--- src/rtl/fpga_link_pkg.sv ---
// Shared FPGA-to-FPGA link definitions: controller state encoding and default byte width.
// Used by the transmit scheduler and by the link transmitter/receiver.
package fpga_link_pkg;

    localparam int LINK_DATA_W = 8;

    typedef enum logic [2:0] {
        ST_IDLE,
        ST_LAUNCH,
        ST_WAIT_HI,
        ST_WAIT_LO,
        ST_GAP
    } link_state_e;

endpackage

--- src/rtl/fpga_tx_scheduler_rr_arbiter.sv ---
// Combinational round-robin arbiter: picks the first asserted request after rr_ptr,
// wrapping at NUM_REQ, so the most recent winner has the lowest priority.
module rr_arbiter
    import fpga_link_pkg::*;
#(
    parameter int NUM_REQ = 4,
    localparam int IDX_W = $clog2(NUM_REQ)
) (
    input  logic [NUM_REQ-1:0] req,
    input  logic [IDX_W-1:0]   rr_ptr,
    output logic [NUM_REQ-1:0] winner_oh,
    output logic [IDX_W-1:0]   winner_idx,
    output logic               any
);

    logic [IDX_W-1:0] cand;

    always_comb begin
        winner_oh  = '0;
        winner_idx = '0;
        any        = 1'b0;
        cand       = '0;
        for (int k = 1; k <= NUM_REQ; k++) begin
            cand = IDX_W'((int'(rr_ptr) + k) % NUM_REQ);
            if (!any && req[cand]) begin
                any             = 1'b1;
                winner_oh[cand] = 1'b1;
                winner_idx      = cand;
            end
        end
    end

endmodule

--- src/rtl/fpga_tx_scheduler.sv ---
// Shares one link transmitter between NUM_REQ requesters: round-robin grant, byte latch,
// one start pulse per byte, busy tracking with timeout, and a per-requester done pulse.
module fpga_tx_scheduler
    import fpga_link_pkg::*;
#(
    parameter int NUM_REQ        = 4,
    parameter int DATA_W         = LINK_DATA_W,
    parameter int GAP_CYCLES     = 2,
    parameter int TIMEOUT_CYCLES = 4096,
    localparam int IDX_W = $clog2(NUM_REQ)
) (
    input  logic                      clock,
    input  logic                      reset,
    input  logic [NUM_REQ-1:0]        req,
    input  logic [NUM_REQ*DATA_W-1:0] req_data,
    output logic [NUM_REQ-1:0]        grant,
    output logic [NUM_REQ-1:0]        done,
    output logic                      timeout_err,
    output logic [IDX_W-1:0]          err_id,
    output logic [DATA_W-1:0]         sent_data,
    output logic                      start,
    input  logic                      busy,
    output logic                      link_idle
);

    localparam int TMO_W = (TIMEOUT_CYCLES > 2) ? $clog2(TIMEOUT_CYCLES) : 1;
    localparam int GAP_W = (GAP_CYCLES > 2) ? $clog2(GAP_CYCLES) : 1;

    link_state_e         state_q, state_d;
    logic [NUM_REQ-1:0]  grant_q, grant_d;
    logic [NUM_REQ-1:0]  done_q, done_d;
    logic                tmo_err_q, tmo_err_d;
    logic [IDX_W-1:0]    err_id_q, err_id_d;
    logic [DATA_W-1:0]   sent_data_q, sent_data_d;
    logic                start_q, start_d;
    logic                link_idle_q, link_idle_d;
    logic [IDX_W-1:0]    rr_ptr_q, rr_ptr_d;
    logic [IDX_W-1:0]    owner_q, owner_d;
    logic [TMO_W-1:0]    tmo_cnt_q, tmo_cnt_d;
    logic [GAP_W-1:0]    gap_cnt_q, gap_cnt_d;

    logic [NUM_REQ-1:0]  arb_oh;
    logic [IDX_W-1:0]    arb_idx;
    logic                arb_any;
    logic [DATA_W-1:0]   arb_data;

    rr_arbiter #(.NUM_REQ(NUM_REQ)) u_arb (
        .req        (req),
        .rr_ptr     (rr_ptr_q),
        .winner_oh  (arb_oh),
        .winner_idx (arb_idx),
        .any        (arb_any)
    );

    always_comb begin
        arb_data = '0;
        for (int i = 0; i < NUM_REQ; i++) begin
            if (arb_oh[i]) arb_data = req_data[i*DATA_W +: DATA_W];
        end
    end

    always_comb begin
        state_d     = state_q;
        grant_d     = grant_q;
        done_d      = '0;
        tmo_err_d   = 1'b0;
        err_id_d    = err_id_q;
        sent_data_d = sent_data_q;
        start_d     = 1'b0;
        rr_ptr_d    = rr_ptr_q;
        owner_d     = owner_q;
        tmo_cnt_d   = tmo_cnt_q;
        gap_cnt_d   = gap_cnt_q;

        case (state_q)
            ST_IDLE: begin
                // A still-high busy means the previous byte is draining; hold off.
                if (arb_any && !busy) begin
                    grant_d     = arb_oh;
                    sent_data_d = arb_data;
                    rr_ptr_d    = arb_idx;
                    owner_d     = arb_idx;
                    state_d     = ST_LAUNCH;
                end
            end
            ST_LAUNCH: begin
                start_d   = 1'b1;
                tmo_cnt_d = '0;
                state_d   = ST_WAIT_HI;
            end
            ST_WAIT_HI, ST_WAIT_LO: begin
                // One counter spans both wait states; a normal exit wins over the timeout.
                tmo_cnt_d = tmo_cnt_q + TMO_W'(1);
                if (state_q == ST_WAIT_HI && busy) begin
                    state_d = ST_WAIT_LO;
                end else if (state_q == ST_WAIT_LO && !busy) begin
                    done_d    = grant_q;
                    grant_d   = '0;
                    gap_cnt_d = '0;
                    state_d   = (GAP_CYCLES == 0) ? ST_IDLE : ST_GAP;
                end else if (tmo_cnt_q == TMO_W'(TIMEOUT_CYCLES - 1)) begin
                    tmo_err_d = 1'b1;
                    err_id_d  = owner_q;
                    grant_d   = '0;
                    gap_cnt_d = '0;
                    state_d   = (GAP_CYCLES == 0) ? ST_IDLE : ST_GAP;
                end
            end
            ST_GAP: begin
                if (gap_cnt_q == GAP_W'(GAP_CYCLES - 1)) begin
                    state_d = ST_IDLE;
                end else begin
                    gap_cnt_d = gap_cnt_q + GAP_W'(1);
                end
            end
            default: begin
                grant_d = '0;
                state_d = ST_IDLE;
            end
        endcase

        link_idle_d = (state_d == ST_IDLE);
    end

    always_ff @(posedge clock) begin
        if (reset) begin
            state_q     <= ST_IDLE;
            grant_q     <= '0;
            done_q      <= '0;
            tmo_err_q   <= 1'b0;
            err_id_q    <= '0;
            sent_data_q <= '0;
            start_q     <= 1'b0;
            link_idle_q <= 1'b1;
            rr_ptr_q    <= IDX_W'(NUM_REQ - 1);
            owner_q     <= '0;
            tmo_cnt_q   <= '0;
            gap_cnt_q   <= '0;
        end else begin
            state_q     <= state_d;
            grant_q     <= grant_d;
            done_q      <= done_d;
            tmo_err_q   <= tmo_err_d;
            err_id_q    <= err_id_d;
            sent_data_q <= sent_data_d;
            start_q     <= start_d;
            link_idle_q <= link_idle_d;
            rr_ptr_q    <= rr_ptr_d;
            owner_q     <= owner_d;
            tmo_cnt_q   <= tmo_cnt_d;
            gap_cnt_q   <= gap_cnt_d;
        end
    end

    assign grant       = grant_q;
    assign done        = done_q;
    assign timeout_err = tmo_err_q;
    assign err_id      = err_id_q;
    assign sent_data   = sent_data_q;
    assign start       = start_q;
    assign link_idle   = link_idle_q;

endmodule

--- config.mk ---
export PLATFORM = sky130hd
export DESIGN_NAME = fpga_tx_scheduler
export DESIGN_NICKNAME = d
export VERILOG_FILES = /design/src/rtl/fpga_link_pkg.sv /design/src/rtl/fpga_tx_scheduler_rr_arbiter.sv /design/src/rtl/fpga_tx_scheduler.sv
export SDC_FILE = /design/constraint.sdc
export NUM_CORES = 1
export LEC_CHECK = 0
export ABC_CLOCK_PERIOD_IN_PS = 6000
export BUFFER_PORTS_ARGS = -buffer_cell sky130_fd_sc_hd__clkbuf_2
export CORE_ASPECT_RATIO = 1.1
export CORE_MARGIN = 2
export CORE_UTILIZATION = 50
export DETAILED_ROUTE_END_ITERATION = 7
export PLACE_DENSITY = 0.79
export SYNTH_ARGS = -nofsm -noshare
export SYNTH_HDL_FRONTEND = slang
export SYNTH_SLANG_ARGS = --single-unit
--- constraint.sdc ---
create_clock -name clock -period 6 [get_ports clock]
set_input_delay 0.6 -clock clock [delete_from_list [all_inputs] [get_ports clock]]
set_output_delay 0.6 -clock clock [all_outputs]
set_load 0.005 [all_outputs]
==> results.tsv <==
metric	value	unit
hpwl dp	4320	µm
Die Area	5800	µm²
top_reg_cell synth	dfxtp_1	
drt via density	6.14	
vias in the first global route	2228	
P_leak	1.28	nW
initial antenna violation count	0	
Worst Path Arrival	3.61	ns
hold buffer count at cts	0	
Seq cells post-synth	41	
Crit path required time	6.14	ns
DRT antenna net count	0	
grt ovf	0	
P_sw	299	µW
internal cell power	566	µW
TNS Setup	0	ns
# diodes	0	
cell count after synthesis	306	
CTS Buffer Depth	2	
Sw Ratio	34.6	%
Layout area overhead	15.1	%
layout cell share with drive strength beyond 1	25.3	%
endpoints failing hold	0	
Worst setup startpoint	rr_ptr_q[0]$_SDFFE_PP1P_	
CP Class	flip-flop to flip-flop	
Period Utilization, post-route	57.7	%
CTS tree	yes	
Core Area	5000	µm²
max-slew violation count	0	
kind of cell adding the most delay to the critical path	compound AO/OA/AOI/OAI gates	
Mapped Nets	354	
Die Ht	79.7	µm
Max H-tree Level	2	
Final Instance Area	3000	µm²
first-pass GRT wire length	10300	µm
Max transition margin	19.3	%
reg-to-reg critical path endpoint	sent_data[4]$_SDFFE_PP0P_	
Max Freq	289	MHz
Clock Sinks	41	
worst hold path class	flip-flop to flip-flop	
largest net degree at the start of global routing	46	
placed cell area	2880	µm²
crit-path max cell delay	1.03	ns
pre-CTS setup slack	2.55	ns
RSZ-0062 raised after global routing	no	
EDFF count, synth	0	
DR WL/cell	15.2	µm
crit-path cells	inv_1 > ha_1 > mux4_2 > a221oi_2 > o221a_2 > o32ai_2	
Post-Route Skew	0.00441	ns
worst setup margin	2.54	ns
R2R depth	6	
CP Capture Type	flip-flop	
CP Depth	6	
reg2reg start	rr_ptr_q[0]$_SDFFE_PP1P_	
Setup crit end	sent_data[4]$_SDFFE_PP0P_	
Starting DRT DRC Count	191	
initial core utilization	52.1	%
r2r setup slk	2.54	ns
FFs w/ async S/R, synth	0	%
min Tclk post-route	3.46	ns
Slew @ Worst Pin	1.20	ns
Cell Rows	27	
max_cap viols	0	
pwr/cell area	289	nW/µm²
DRC violations left	0	
PortBufs	59	
final hold slack	0.466	ns
synth unique cells	58	
I/O pin cnt	60	
Gate power share	35.7	%
global router's overall resource usage	22.1	%
Power Total	865	µW
gpl congestion	0.816	
Post-CTS Resized	0	
peak supply drop	0.000144	V
Die Wd	72.8	µm
routed vias	2542	
Reg power frac	38.0	%
nets@finish	403	
clock root cell	clkbuf_8	
post-synthesis cell area	2600	µm²
slowest CP cell	a221oi_2	
YS warnings	0	
critical path fanouts, max	18	
status	completed	
Num CTS Buffers	5	
part of the power in the clock network	26.2	%
CP startpoint kind	flip-flop	
post-synthesis sequential area ratio	31.5	%
Synth Area per Inst	8.50	µm²
WP buf/inv	1	
final WL	6280	µm
Final Setup Violations	0	
Pre-antenna DRT Iters	5	
clk_lat worst skew	0.30	ns
# Post-CTS Setup Buffers	0	
clock-pin slew on the worst setup and hold paths	0.08	ns
==> power by group through the flow <==
stage	Clock (mW)	Sequential, mW	Combinational (mW)
after floorplan	0	0.324	0.241
after global placement	0	0.333	0.301
after detailed placement	0	0.335	0.307
after CTS	0.229	0.328	0.307
after global routing	0.244	0.333	0.337
final	0.227	0.329	0.309
==> state kept, by name, indices dropped and copies added (netlist names) <==
register     count
sent_data        8
err_id           2
gap_cnt_q        1
owner_q          2
state_q          3
link_idle        1
tmo_cnt_q       12
rr_ptr_q         2
done             4
grant            4
start            1
timeout_err      1
==> tightest hold or removal path: cells and delay by family (launching register included) <==
kind / cells / cell delay, ns
AO/OA/AOI/OAI: 1 / 0.05
AND/OR/NAND/NOR: 1 / 0.05
flip-flops: 1 / 0.32
==> how the worst min path moves through the flow <==
stage,start,to,slack [ns],cells past startpoint
final,owner_q[1]$_SDFFE_PP0P_,owner_q[1]$_SDFFE_PP0P_,0.47,2
after global routing,owner_q[1]$_SDFFE_PP0P_,owner_q[1]$_SDFFE_PP0P_,0.48,2
after CTS,owner_q[1]$_SDFFE_PP0P_,owner_q[1]$_SDFFE_PP0P_,0.46,2
after detailed placement,owner_q[1]$_SDFFE_PP0P_,owner_q[1]$_SDFFE_PP0P_,0.45,2
after global placement,owner_q[1]$_SDFFE_PP0P_,owner_q[1]$_SDFFE_PP0P_,0.45,2
after floorplan,owner_q[1]$_SDFFE_PP0P_,owner_q[1]$_SDFFE_PP0P_,0.44,2
==> cells by family after synthesis <==
family	Yosys count	share of synthesized area (%)
AO/OA/AOI/OAI	83	27.1
buffers and inverters	31	5.87
flip-flops	41	31.5
AND/OR/NAND/NOR	130	25.0
adder cells (fa/ha/maj)	10	4.71
XOR/XNOR	1	0.337
multiplexers	10	5.48
==> cells in the mapped netlist, types with 2 or more instances <==
| library cell | instances | area [µm²] |
|---|---|---|
| a2bb2oi_1 | 10 | 87.6 |
| mux2i_1 | 3 | 30.0 |
| a21boi_0 | 2 | 15.0 |
| o21ai_0 | 10 | 50.1 |
| nor2b_1 | 5 | 31.3 |
| and3b_1 | 2 | 17.5 |
| or3_1 | 10 | 62.6 |
| nor3_1 | 6 | 30.0 |
| o32ai_2 | 8 | 130 |
| buf_2 | 2 | 10.0 |
| nand2b_1 | 3 | 18.8 |
| nor2_1 | 40 | 150 |
| a21oi_1 | 13 | 65.1 |
| o21a_1 | 2 | 15.0 |
| a221oi_2 | 2 | 30.0 |
| nand3_1 | 13 | 65.1 |
| nand4_1 | 4 | 25.0 |
| a21o_1 | 3 | 22.5 |
| buf_6 | 3 | 33.8 |
| dfxtp_1 | 41 | 821 |
| and2_1 | 6 | 37.5 |
| nand2_1 | 25 | 93.8 |
| o221a_1 | 7 | 78.8 |
| nand3b_1 | 6 | 45.0 |
| clkbuf_1 | 8 | 30.0 |
| o21ai_1 | 2 | 10.0 |
| a22oi_1 | 6 | 45.0 |
| buf_1 | 2 | 7.51 |
| ha_1 | 9 | 113 |
| or4_1 | 2 | 15.0 |
| mux2_2 | 4 | 45.0 |
| inv_1 | 12 | 45.0 |
| o211ai_1 | 3 | 22.5 |
| buf_4 | 3 | 22.5 |
| nor4_1 | 2 | 12.5 |
| a22o_1 | 2 | 17.5 |
| o21bai_1 | 2 | 15.0 |
| mux4_2 | 3 | 67.6 |
==> stage by stage <==
stage / std cells / utilization, %
after floorplan: 306 / -
after global placement: 406 / 57.6
after detailed placement: 406 / 57.6
after CTS: 414 / 59.9
after global routing: 414 / 59.9
final: 414 / 59.9
==> placed cells by master (no fill, tap or decap), types with 9 or more instances in the layout <==
cell / Yosys / routed
a21oi_1: 13 / 13
nand2_1: 25 / 25
clkbuf_2: 0 / 59
or3_1: 10 / 10
dfxtp_1: 41 / 41
o21ai_0: 10 / 10
nand3_1: 13 / 13
nor2_1: 40 / 40
ha_1: 9 / 9
a2bb2oi_1: 10 / 10
inv_1: 12 / 12
==> per-layer routing <==
layer  vias up  track usage [%]  routed length [µm]
li1       1235                -                   -
met1      1173             29.1                2710
met2       120             35.5                2940
met3        14             4.92                 478
met4         0             7.41                 147
met5         -                0                   0
==> layout make-up <==
cell class | instances | area [µm²]
clock buffers | 5 | 68.8
inverters | 13 | 48.8
multi-input cells | 234 | 1640
flip-flops and latches | 41 | 821
fillers | 442 | 2000
clock inverters | 3 | 46.3
well taps | 58 | 72.6
repair buffers | 60 | 303
Note: power is estimated with default switching activity, not from simulation.
